### src/rtl/avalon_master_multichannel_energy_if.sv
// Avalon-MM bus bundle between the energy master and the system interconnect.
interface avalon_master_multichannel_energy_if #(
    parameter int DATA_WIDTH    = 32,
    parameter int ADDRESS_WIDTH = 32
) ();
    logic [ADDRESS_WIDTH-1:0] AVM_AVALONMASTER_ADDRESS;
    logic                     AVM_AVALONMASTER_READ;
    logic                     AVM_AVALONMASTER_WRITE;
    logic                     AVM_AVALONMASTER_WAITREQUEST;
    logic [DATA_WIDTH-1:0]    AVM_AVALONMASTER_READDATA;
    logic [DATA_WIDTH-1:0]    AVM_AVALONMASTER_WRITEDATA;

    modport master (
        output AVM_AVALONMASTER_ADDRESS, AVM_AVALONMASTER_READ, AVM_AVALONMASTER_WRITE,
               AVM_AVALONMASTER_WRITEDATA,
        input  AVM_AVALONMASTER_WAITREQUEST, AVM_AVALONMASTER_READDATA
    );
    modport slave (
        input  AVM_AVALONMASTER_ADDRESS, AVM_AVALONMASTER_READ, AVM_AVALONMASTER_WRITE,
               AVM_AVALONMASTER_WRITEDATA,
        output AVM_AVALONMASTER_WAITREQUEST, AVM_AVALONMASTER_READDATA
    );
endinterface

### src/rtl/avalon_master_multichannel_energy.sv
// Avalon-MM master scanning NUM_CHANNELS block-interleaved sample streams and
// writing one per-channel statistic (abs sum, peak magnitude or signed sum) per block.
module avalon_master_multichannel_energy #(
    parameter int DATA_WIDTH    = 32,
    parameter int ADDRESS_WIDTH = 32,
    parameter int NUM_CHANNELS  = 2,
    parameter int ACC_WIDTH     = 64,
    parameter int SIZE_WIDTH    = 19,
    parameter int NUM_WIDTH     = 11
) (
    input  logic                                    CSI_CLOCK_CLK,
    input  logic                                    CSI_CLOCK_RESET,
    input  logic                                    START,
    input  logic [1:0]                              MODE,
    input  logic [NUM_WIDTH-1:0]                    NUM,
    input  logic [SIZE_WIDTH-1:0]                   SIZE,
    input  logic [NUM_CHANNELS*ADDRESS_WIDTH-1:0]   CH_BASE,
    input  logic [ADDRESS_WIDTH-1:0]                WADDR,
    output logic                                    BUSY,
    output logic                                    INIT_START,
    output logic                                    DONE,
    avalon_master_multichannel_energy_if.master     avm
);
    localparam int W   = ACC_WIDTH / DATA_WIDTH;
    localparam int WW  = (W > 1) ? $clog2(W) : 1;
    localparam int CHW = (NUM_CHANNELS > 1) ? $clog2(NUM_CHANNELS) : 1;
    localparam logic [ADDRESS_WIDTH-1:0] STEP     = ADDRESS_WIDTH'(DATA_WIDTH / 8);
    localparam logic [ADDRESS_WIDTH-1:0] RES_STEP = ADDRESS_WIDTH'(W * DATA_WIDTH / 8);
    localparam logic [WW-1:0]            LAST_W   = WW'(W - 1);
    localparam logic [CHW-1:0]           LAST_CH  = CHW'(NUM_CHANNELS - 1);

    typedef enum logic [2:0] {S_IDLE, S_INIT, S_READ, S_WRITE, S_FIN} state_t;

    state_t                                          state_q, state_d;
    logic [1:0]                                      mode_q, mode_d;
    logic [NUM_WIDTH-1:0]                            num_q, num_d;
    logic [SIZE_WIDTH-1:0]                           size_q, size_d, cnt_q, cnt_d;
    logic [NUM_CHANNELS-1:0][ADDRESS_WIDTH-1:0]      ptr_q, ptr_d;
    logic [ADDRESS_WIDTH-1:0]                        wptr_q, wptr_d;
    logic [CHW-1:0]                                  ch_q, ch_d, ch_nxt;
    logic [WW-1:0]                                   w_q, w_d, w_nxt;
    logic [ACC_WIDTH-1:0]                            acc_q, acc_d, acc_next;
    logic [ADDRESS_WIDTH-1:0]                        address_q, address_d;
    logic [DATA_WIDTH-1:0]                           writedata_q, writedata_d;
    logic                                            read_q, read_d, write_q, write_d;
    logic                                            busy_q, busy_d, init_start_q, init_start_d;
    logic                                            done_q, done_d;

    logic                                            rd_acc, wr_acc;
    logic [DATA_WIDTH-1:0]                           sample, mag;
    logic [ACC_WIDTH-1:0]                            mag_ext, sext;
    logic [W-1:0][DATA_WIDTH-1:0]                    acc_words;

    assign rd_acc    = read_q & ~avm.AVM_AVALONMASTER_WAITREQUEST;
    assign wr_acc    = write_q & ~avm.AVM_AVALONMASTER_WAITREQUEST;
    assign acc_words = acc_q;
    assign ch_nxt    = ch_q + 1'b1;
    assign w_nxt     = w_q + 1'b1;

    // Magnitude is taken unsigned so the most negative sample yields 2^(DATA_WIDTH-1).
    always_comb begin
        sample  = avm.AVM_AVALONMASTER_READDATA;
        mag     = sample[DATA_WIDTH-1] ? (~sample + 1'b1) : sample;
        mag_ext = {{(ACC_WIDTH-DATA_WIDTH){1'b0}}, mag};
        sext    = {{(ACC_WIDTH-DATA_WIDTH){sample[DATA_WIDTH-1]}}, sample};
        case (mode_q)
            2'd1:    acc_next = (mag_ext > acc_q) ? mag_ext : acc_q;
            2'd2:    acc_next = acc_q + sext;
            default: acc_next = acc_q + mag_ext;
        endcase
    end

    always_comb begin
        state_d      = state_q;
        mode_d       = mode_q;
        num_d        = num_q;
        size_d       = size_q;
        cnt_d        = cnt_q;
        ptr_d        = ptr_q;
        wptr_d       = wptr_q;
        ch_d         = ch_q;
        w_d          = w_q;
        acc_d        = acc_q;
        address_d    = address_q;
        writedata_d  = writedata_q;
        read_d       = read_q;
        write_d      = write_q;
        busy_d       = busy_q;
        init_start_d = 1'b0;
        done_d       = 1'b0;
        case (state_q)
            S_IDLE: begin
                if (START) begin
                    state_d      = S_INIT;
                    busy_d       = 1'b1;
                    init_start_d = 1'b1;
                end
            end
            S_INIT: begin
                mode_d = (MODE == 2'd3) ? 2'd0 : MODE;
                num_d  = NUM;
                size_d = SIZE;
                wptr_d = WADDR;
                ptr_d  = CH_BASE;
                ch_d   = '0;
                w_d    = '0;
                cnt_d  = '0;
                acc_d  = '0;
                if (NUM == '0 || SIZE == '0) begin
                    state_d = S_FIN;
                    busy_d  = 1'b0;
                    done_d  = 1'b1;
                end else begin
                    state_d   = S_READ;
                    read_d    = 1'b1;
                    address_d = CH_BASE[ADDRESS_WIDTH-1:0];
                end
            end
            S_READ: begin
                if (rd_acc) begin
                    ptr_d[ch_q] = ptr_q[ch_q] + STEP;
                    acc_d       = acc_next;
                    if (cnt_q == size_q - 1'b1) begin
                        state_d     = S_WRITE;
                        cnt_d       = '0;
                        w_d         = '0;
                        read_d      = 1'b0;
                        write_d     = 1'b1;
                        address_d   = wptr_q;
                        writedata_d = acc_next[DATA_WIDTH-1:0];
                    end else begin
                        cnt_d     = cnt_q + 1'b1;
                        address_d = ptr_q[ch_q] + STEP;
                    end
                end
            end
            S_WRITE: begin
                if (wr_acc) begin
                    if (w_q != LAST_W) begin
                        w_d         = w_nxt;
                        address_d   = address_q + STEP;
                        writedata_d = acc_words[w_nxt];
                    end else begin
                        write_d     = 1'b0;
                        writedata_d = '0;
                        w_d         = '0;
                        acc_d       = '0;
                        wptr_d      = wptr_q + RES_STEP;
                        if (ch_q != LAST_CH) begin
                            ch_d      = ch_nxt;
                            state_d   = S_READ;
                            read_d    = 1'b1;
                            address_d = ptr_q[ch_nxt];
                        end else begin
                            ch_d  = '0;
                            num_d = num_q - 1'b1;
                            if (num_q != NUM_WIDTH'(1)) begin
                                state_d   = S_READ;
                                read_d    = 1'b1;
                                address_d = ptr_q[0];
                            end else begin
                                state_d   = S_FIN;
                                busy_d    = 1'b0;
                                done_d    = 1'b1;
                                address_d = '0;
                            end
                        end
                    end
                end
            end
            S_FIN:   state_d = S_IDLE;
            default: state_d = S_IDLE;
        endcase
    end

    always_ff @(posedge CSI_CLOCK_CLK) begin
        if (CSI_CLOCK_RESET) begin
            state_q      <= S_IDLE;
            mode_q       <= '0;
            num_q        <= '0;
            size_q       <= '0;
            cnt_q        <= '0;
            ptr_q        <= '0;
            wptr_q       <= '0;
            ch_q         <= '0;
            w_q          <= '0;
            acc_q        <= '0;
            address_q    <= '0;
            writedata_q  <= '0;
            read_q       <= 1'b0;
            write_q      <= 1'b0;
            busy_q       <= 1'b0;
            init_start_q <= 1'b0;
            done_q       <= 1'b0;
        end else begin
            state_q      <= state_d;
            mode_q       <= mode_d;
            num_q        <= num_d;
            size_q       <= size_d;
            cnt_q        <= cnt_d;
            ptr_q        <= ptr_d;
            wptr_q       <= wptr_d;
            ch_q         <= ch_d;
            w_q          <= w_d;
            acc_q        <= acc_d;
            address_q    <= address_d;
            writedata_q  <= writedata_d;
            read_q       <= read_d;
            write_q      <= write_d;
            busy_q       <= busy_d;
            init_start_q <= init_start_d;
            done_q       <= done_d;
        end
    end

    assign avm.AVM_AVALONMASTER_ADDRESS   = address_q;
    assign avm.AVM_AVALONMASTER_READ      = read_q;
    assign avm.AVM_AVALONMASTER_WRITE     = write_q;
    assign avm.AVM_AVALONMASTER_WRITEDATA = writedata_q;
    assign BUSY       = busy_q;
    assign INIT_START = init_start_q;
    assign DONE       = done_q;
endmodule

### src/flat_wrapper.sv
// flat-port wrapper written by rule: the top's interface ports become plain ports
module avalon_master_multichannel_energy_flat 
#(
    parameter int DATA_WIDTH    = 32,
    parameter int ADDRESS_WIDTH = 32,
    parameter int NUM_CHANNELS  = 2,
    parameter int ACC_WIDTH     = 64,
    parameter int SIZE_WIDTH    = 19,
    parameter int NUM_WIDTH     = 11
)
  (CSI_CLOCK_CLK, CSI_CLOCK_RESET, START, MODE, NUM, SIZE, CH_BASE, WADDR, BUSY, INIT_START, DONE, avm_AVM_AVALONMASTER_ADDRESS, avm_AVM_AVALONMASTER_READ, avm_AVM_AVALONMASTER_WRITE, avm_AVM_AVALONMASTER_WRITEDATA, avm_AVM_AVALONMASTER_WAITREQUEST, avm_AVM_AVALONMASTER_READDATA);
  avalon_master_multichannel_energy_if #(.DATA_WIDTH(DATA_WIDTH), .ADDRESS_WIDTH(ADDRESS_WIDTH)) avm_i ();
  input  logic CSI_CLOCK_CLK;
  input  logic CSI_CLOCK_RESET;
  input  logic START;
  input  logic [1:0] MODE;
  input  logic [NUM_WIDTH-1:0] NUM;
  input  logic [SIZE_WIDTH-1:0] SIZE;
  input  logic [NUM_CHANNELS*ADDRESS_WIDTH-1:0] CH_BASE;
  input  logic [ADDRESS_WIDTH-1:0] WADDR;
  output logic BUSY;
  output logic INIT_START;
  output logic DONE;
  output wire logic [$bits(avm_i.AVM_AVALONMASTER_ADDRESS)-1:0] avm_AVM_AVALONMASTER_ADDRESS;
  output wire logic [$bits(avm_i.AVM_AVALONMASTER_READ)-1:0] avm_AVM_AVALONMASTER_READ;
  output wire logic [$bits(avm_i.AVM_AVALONMASTER_WRITE)-1:0] avm_AVM_AVALONMASTER_WRITE;
  output wire logic [$bits(avm_i.AVM_AVALONMASTER_WRITEDATA)-1:0] avm_AVM_AVALONMASTER_WRITEDATA;
  input wire logic [$bits(avm_i.AVM_AVALONMASTER_WAITREQUEST)-1:0] avm_AVM_AVALONMASTER_WAITREQUEST;
  input wire logic [$bits(avm_i.AVM_AVALONMASTER_READDATA)-1:0] avm_AVM_AVALONMASTER_READDATA;
  assign avm_AVM_AVALONMASTER_ADDRESS = avm_i.AVM_AVALONMASTER_ADDRESS;
  assign avm_AVM_AVALONMASTER_READ = avm_i.AVM_AVALONMASTER_READ;
  assign avm_AVM_AVALONMASTER_WRITE = avm_i.AVM_AVALONMASTER_WRITE;
  assign avm_AVM_AVALONMASTER_WRITEDATA = avm_i.AVM_AVALONMASTER_WRITEDATA;
  assign avm_i.AVM_AVALONMASTER_WAITREQUEST = avm_AVM_AVALONMASTER_WAITREQUEST;
  assign avm_i.AVM_AVALONMASTER_READDATA = avm_AVM_AVALONMASTER_READDATA;
  avalon_master_multichannel_energy #(.DATA_WIDTH(DATA_WIDTH), .ADDRESS_WIDTH(ADDRESS_WIDTH), .NUM_CHANNELS(NUM_CHANNELS), .ACC_WIDTH(ACC_WIDTH), .SIZE_WIDTH(SIZE_WIDTH), .NUM_WIDTH(NUM_WIDTH)) u_core (.CSI_CLOCK_CLK(CSI_CLOCK_CLK), .CSI_CLOCK_RESET(CSI_CLOCK_RESET), .START(START), .MODE(MODE), .NUM(NUM), .SIZE(SIZE), .CH_BASE(CH_BASE), .WADDR(WADDR), .BUSY(BUSY), .INIT_START(INIT_START), .DONE(DONE), .avm(avm_i));
endmodule
### config.mk
export PLATFORM = sky130hd
export DESIGN_NAME = avalon_master_multichannel_energy_flat
export DESIGN_NICKNAME = d
export VERILOG_FILES = /design/src/rtl/avalon_master_multichannel_energy_if.sv /design/src/rtl/avalon_master_multichannel_energy.sv /design/src/flat_wrapper.sv
export SDC_FILE = /design/constraint.sdc
export NUM_CORES = 1
export LEC_CHECK = 0
export ABC_AREA = 1
export CAP_MARGIN = 20
export CORE_ASPECT_RATIO = 0.75
export CORE_MARGIN = 2
export CORE_UTILIZATION = 37
export CTS_CLUSTER_DIAMETER = 50
export DETAILED_ROUTE_END_ITERATION = 12
export GPL_TIMING_DRIVEN = 0
export PLACE_DENSITY = 0.57
export SLEW_MARGIN = 20
export SYNTH_ARGS = -nofsm -noshare
export SYNTH_HDL_FRONTEND = slang
export SYNTH_SLANG_ARGS = --single-unit
### constraint.sdc
create_clock -name CSI_CLOCK_CLK -period 3.8 [get_ports CSI_CLOCK_CLK]
set_input_delay 0.76 -clock CSI_CLOCK_CLK [delete_from_list [all_inputs] [get_ports CSI_CLOCK_CLK]]
set_output_delay 0.76 -clock CSI_CLOCK_CLK [all_outputs]
set_load 0.03 [all_outputs]
* After elaboration in Yosys (flattened, before gate mapping)
Cells that the tools add are included.
Cells by class: $add $sub $neg 11, order comparisons 5, eq/ne operators 19, muxes and demuxes 85, bitwise gates (word level) 5, reductions and logical operators 23
Operator list (number):
- 2-to-1 mux 32 bit | 21
- 2-to-1 mux 64 bit | 5
- one-hot mux 64 bit (2 select lines) | 2
- one-hot mux 64 bit (3 select lines) | 1
- one-hot mux 32 bit (2 select lines) | 2
- one-hot mux 32 bit (3 select lines) | 1
- adder 32 x 3 -> 32 bit (second input constant) | 2
- adder 64 x 32 -> 64 bit | 1
- adder 64 bit | 1
- bitwise mux 64 bit | 1
- > comparator 32 x 64 -> 1 bit | 1
- 2-to-1 mux 19 bit | 2
- one-hot mux 19 bit (2 select lines) | 1
- 2-to-1 mux 11 bit | 3
- adder 32 x 1 -> 32 bit (second input constant) | 1
- adder 32 x 4 -> 32 bit (second input constant) | 1
- demux 32 bit (select 1 bit) | 1
- inverter 32 bit | 1
- 2-to-1 mux 1 bit | 28
- 2-to-1 mux 3 bit | 8
- one-hot mux 11 bit (2 select lines) | 1
- AND reduction 4 bit | 5
- adder 19 x 1 -> 19 bit (second input constant) | 1
- == test 19 bit | 1
- other kinds (32) | 56
Word-level totals: register bits 285, bits of input ports 164, output and inout bits 69, word-level logic and storage cells 167

* Depth between registers and ports, before layout
depth in word-level cells 9, gate-level depth with buffers 30, mapped depth without buffers 29

* Least setup slack after synthesis
No wires, ideal clock.
kind input to register, from in avm_AVM_AVALONMASTER_READDATA[0], to reg u_core.acc_q[13], arrival 3907 ps, path slack -177 ps, cell stages on the path 27, buffers on the path 2, path through inv_1 ha_1 inv_1 nor3_1 nand3_1 nor2_1 nand3_1 o21ai_0 nand2_1 nand2_1 nand2_1 ha_1 nand2_1 inv_1 nand3_1 inv_1 nand2_1 o211ai_1 a21oi_1 nand2_1 nand2_1 buf_2 buf_1 nor2_1 o21ai_0 nand2_1 a21oi_1
Between the ends: word-level cells in the longest chain between the ends 8, elaborated cells on any way between the ends 10, those cells by class 3 x add/sub; 1 x order compare; 5 x mux; 1 x bitwise
Ends and longest elaborated chain:
- start: declaration | RTL line flat_wrapper.sv:29 | input wire logic [$bits(avm_i.AVM_AVALONMASTER_READDATA)-1:0] avm_AVM_AVALONMASTER_READDATA;
- inverter 32 bit | RTL line avalon_master_multichannel_energy.sv:63 | mag = sample[DATA_WIDTH-1] ? (~sample + 1'b1) : sample;
- adder 32 x 1 -> 32 bit | RTL line avalon_master_multichannel_energy.sv:63
- 2-to-1 mux 32 bit | RTL line avalon_master_multichannel_energy.sv:63
- > comparator 32 x 64 -> 1 bit | RTL line avalon_master_multichannel_energy.sv:67 | 2'd1: acc_next = (mag_ext > acc_q) ? mag_ext : acc_q;
- 2-to-1 mux 64 bit | RTL line avalon_master_multichannel_energy.sv:67
- one-hot mux 64 bit (2 select lines) (*) | RTL line avalon_master_multichannel_energy.sv:66 | case (mode_q)
- 2-to-1 mux 64 bit (*) | RTL line avalon_master_multichannel_energy.sv:120 | if (rd_acc) begin
- one-hot mux 64 bit (3 select lines) (*) | RTL line avalon_master_multichannel_energy.sv:91 | case (state_q)
- end signal: assignment | RTL line avalon_master_multichannel_energy.sv:187 | acc_q <= '0;
- end signal: assignment | RTL line avalon_master_multichannel_energy.sv:205 | acc_q <= acc_d;
- end: declaration | RTL line avalon_master_multichannel_energy.sv:42 | logic [ACC_WIDTH-1:0] acc_q, acc_d, acc_next;
Mark *: on every way between the ends. The rest lies on a longest branch, timed or not. The select of a mux whose other input is x is not followed. A chain may end at the register's enable or synchronous reset.

* Worst setup path in the final report
from in avm_AVM_AVALONMASTER_READDATA[1], to reg u_core.writedata_q[0], in the netlist u_core.avm.AVM_AVALONMASTER_WRITEDATA[0]
Between the ends: word-level cells in the longest chain between the ends 9
Ends and longest elaborated chain:
- inverter 32 bit | RTL line avalon_master_multichannel_energy.sv:63
- adder 32 x 1 -> 32 bit | RTL line avalon_master_multichannel_energy.sv:63
- 2-to-1 mux 32 bit (*) | RTL line avalon_master_multichannel_energy.sv:63
- > comparator 32 x 64 -> 1 bit (*) | RTL line avalon_master_multichannel_energy.sv:67
- 2-to-1 mux 64 bit (*) | RTL line avalon_master_multichannel_energy.sv:67
- one-hot mux 64 bit (2 select lines) (*) | RTL line avalon_master_multichannel_energy.sv:66
- 2-to-1 mux 32 bit (*) | RTL line avalon_master_multichannel_energy.sv:123 | if (cnt_q == size_q - 1'b1) begin
- 2-to-1 mux 32 bit (*) | RTL line avalon_master_multichannel_energy.sv:120
- one-hot mux 32 bit (2 select lines) (*) | RTL line avalon_master_multichannel_energy.sv:91
- end signal: assignment | RTL line avalon_master_multichannel_energy.sv:207 | writedata_q <= writedata_d;
- end: declaration | RTL line avalon_master_multichannel_energy.sv:44 | logic [DATA_WIDTH-1:0] writedata_q, writedata_d;
Marks and branches as above.

==> impl_metrics.json <==
{
  "clk_latency_ns": 0.60,
  "grt_pass1_vias": 27481,
  "critical_path_class": "input port to flip-flop",
  "antenna_found_initial": 1,
  "power_density_nw_per_um2": 797,
  "drc_errors": 0,
  "slew_violations": 0,
  "start_util": 0.376,
  "ios": 233,
  "hold_violations": 0,
  "synth_top_cell_by_area": "dfxtp_1",
  "cp.arrival_ns": 4.49,
  "outcome": "complete, but fails checks",
  "layout-drive-gt1-share": 0.159,
  "grt_max_degree": 30,
  "tightest_slew_ns": 1.31,
  "synth-async-reset-ratio": 0,
  "fin_skew_ns": 0.0296,
  "detail-route-antenna-nets": 0,
  "cts_htree_levels": 2,
  "setup_tns_ns": -4.78,
  "peakVddDrop_mv": 0.395,
  "grt_use_total": 0.368,
  "drv_cap": 0,
  "final_cell_area_sq_um": 32200,
  "wirelength_mm": 130,
  "nFillCells": 6751,
  "synth_area_sq_um": 24000,
  "placedInstanceArea_sq_um": 27400,
  "cts_tree": "yes",
  "die_h_um": 225,
  "fp-row-count": 80,
  "syn_inst": 4081,
  "synth-seq-area-share": 0.238,
  "port_buffers": 231,
  "core_area_sq_um": 63900,
  "clockRootBuffer": "clkbuf_16",
  "syn_area_per_cell_sq_um": 5.88,
  "vias_per_cell": 5.81,
  "setup_viol": 72,
  "finalCriticalPeriod_ns": 3.95,
  "hpwl_mm": 103,
  "ys_warn_count": 0,
  "violations": "negative setup slack",
  "cp.required_ns": 4.34,
  "overflow": 0,
  "dieArea_sq_um": 66900,
  "synth_seq_cells": 285,
  "leakagePower_nw": 12.9,
  "dr.pass1.iters": 6,
  "synth.distinct_cells": 50,
  "ys_top_cells_by_count": "nand2_1 (1033), inv_1 (498), a21oi_1 (454)",
  "synth_fp_nets": 4349,
  "synth-edff-count": 0,
  "cts_buffer_depth": 3,
  "crit_path_start_kind": "input port",
  "synth.most_common_cell": "nand2_1",
  "die_w_um": 298,
  "rsz0062_at_grt": "true",
  "path_clk_slew_ns": 0.06,
  "grt_pass1_wl_mm": 183,
  "synth_top_area_frac": 0.238,
  "fin_nets": 4712,
  "vias": 31000,
  "path_max_fanout": 7,
  "drtIter0Drc": 4478,
  "max_slew_margin": 0.127,
  "clock_sinks": 285,
  "synth_flop_cell": "dfxtp_1",
  "wl_per_cell_um": 24.4,
  "endpoint_kind": "flip-flop",
  "clock.fmax_mhz": 253,
  "area_delta_synth_final_pct": 34.2,
  "layout_setup_ws_ns": -0.151,
  "netlist_top_cells_area": "dfxtp_1 (24%), nand2_1 (16%), a21oi_1 (9.5%)",
  "period_share": 1.04,
  "gp_congestion": 1.06,
  "hold_path.class": "flip-flop to flip-flop",
  "cts_buffers": 43
}
report_power, final:
group | switching (mW) | internal (mW)
clock network | 1.73 | 2.26
logic | 11.4 | 5.41
registers | 0.950 | 3.85
what timing repair did:
action | CTS | global route
hold buffers | 0 | 0
endpoints found under the setup margin | 96 | 104
pin swaps | 75 | 150
gates resized for setup | 316 | 437
gates cloned | 0 | 5
buffers inserted | 46 | 36
endpoints found under the hold margin | 0 | 0
metrics by stage:
| stage | power (mW) | worst slack (ns) | hold WS, ns | utilization | instances |
|---|---|---|---|---|---|
| 2_1_floorplan | 12.5 | -0.0503 | 0.430 | - | 4081 |
| 3_3_place_gp | 17.7 | -2.43 | 0.454 | 0.429 | 5173 |
| 3_5_place_dp | 17.7 | -2.31 | 0.477 | 0.429 | 5175 |
| 4_1_cts | 22.7 | -0.00614 | 0.488 | 0.471 | 5299 |
| 5_1_grt | 26.8 | -0.258 | 0.512 | 0.504 | 5338 |
| 6_report | 25.6 | -0.151 | 0.492 | 0.504 | 5339 |
final timing paths:
check	start	end	slack, ns	depth (start not counted)
max	avm_AVM_AVALONMASTER_READDATA[1]	u_core.avm.AVM_AVALONMASTER_WRITEDATA[0]$_SDFFE_PP0P_	-0.15	28
min	u_core.acc_q[16]$_SDFFE_PP0P_	u_core.acc_q[16]$_SDFFE_PP0P_	0.49	2
max reg2reg	u_core.w_q$_SDFFE_PP0P_	u_core.avm.AVM_AVALONMASTER_ADDRESS[18]$_SDFFE_PP0P_	-0.06	8
min reg2reg	u_core.acc_q[16]$_SDFFE_PP0P_	u_core.acc_q[16]$_SDFFE_PP0P_	0.49	2
critical path: stages:
cell and delay, ns:
buf_8 0.10, inv_6 0.06, ha_4 0.13, inv_4 0.03, nor3_4 0.16, nand3_4 0.16, nor2_4 0.17, nand3_4 0.11
nand2_4 0.09, xor2_4 0.24, inv_2 0.07, ha_4 0.28, nand2_4 0.05, nor2_4 0.11, nand4_1 0.21, nor3_4 0.30
nand4_1 0.20, nand2_1 0.12, inv_2 0.06, nand2_4 0.09, buf_12 0.16, buf_8 0.14, nand2_2 0.05, nand3_2 0.06
o211ai_1 0.20, nand2_1 0.22, nand2_1 0.07, inv_1 0.05
cells by family after synthesis:
kind of cell / Yosys count / share of synthesized area
AOI/OAI and AO/OA: 975 / 0.223
xor gates and xnor gates: 92 / 0.0336
adders and majority gates: 104 / 0.0545
and+or+nand+nor: 1943 / 0.342
buffers and inverters: 682 / 0.109
DFF: 285 / 0.238
layout make-up:
class                           instances  area (sq um)  area share
Tap cell                              861          1080      0.0335
Buffer                                171           827      0.0257
Clock inverter                         23           215     0.00669
Antenna cell                            1          2.50   0.0000777
Inverter                              511          1950      0.0606
Sequential cell                       285          5710       0.177
Clock buffer                           55          1160      0.0361
Multi-Input combinational cell       3114         18100       0.563
Timing Repair Buffer                  318          3140      0.0975
flip-flops by register name (all words and copies together), names as in the netlist:
signal,flops
u_core.DONE,1
u_core.size_q,19
u_core.ch_q,1
u_core.cnt_q,19
u_core.avm.AVM_AVALONMASTER_READ,1
u_core.num_q,11
u_core.ptr_q,64
u_core.state_q,3
u_core.w_q,1
u_core.BUSY,1
u_core.avm.AVM_AVALONMASTER_WRITE,1
u_core.acc_q,64
u_core.avm.AVM_AVALONMASTER_WRITEDATA,32
u_core.wptr_q,32
u_core.INIT_START,1
u_core.mode_q,2
u_core.avm.AVM_AVALONMASTER_ADDRESS,32
per-layer routing:
| layer | global-route usage | wire length, um | up-vias |
|---|---|---|---|
| met4 | 0.0760 | 2980 | 2 |
| met5 | 0 | 11 | - |
| met1 | 0.566 | 59500 | 14556 |
| met2 | 0.465 | 47100 | 1950 |
| met3 | 0.146 | 20800 | 198 |
| li1 | - | - | 14294 |
cell usage in the layout (no fill, tap or decap), types with 24 or more instances in the layout:
| cell | count |
|---|---|
| a21oi_1 | 375 |
| a21oi_2 | 76 |
| a221oi_1 | 40 |
| a31oi_1 | 24 |
| buf_4 | 72 |
| clkbuf_1 | 118 |
| clkbuf_16 | 48 |
| clkdlybuf4s50_1 | 205 |
| dfxtp_1 | 285 |
| ha_1 | 78 |
| inv_1 | 476 |
| inv_2 | 26 |
| nand2_1 | 898 |
| nand2_2 | 91 |
| nand2_4 | 48 |
| nand3_1 | 250 |
| nand3_2 | 46 |
| nand4_1 | 56 |
| nor2_1 | 327 |
| nor2_2 | 47 |
| nor2_4 | 28 |
| nor3_1 | 51 |
| nor4_1 | 24 |
| o211ai_1 | 24 |
| o21ai_0 | 273 |
| o21ai_1 | 41 |
| o21ai_2 | 25 |
| xor2_1 | 58 |
No activity file was read; power rests on OpenSTA's default activity.
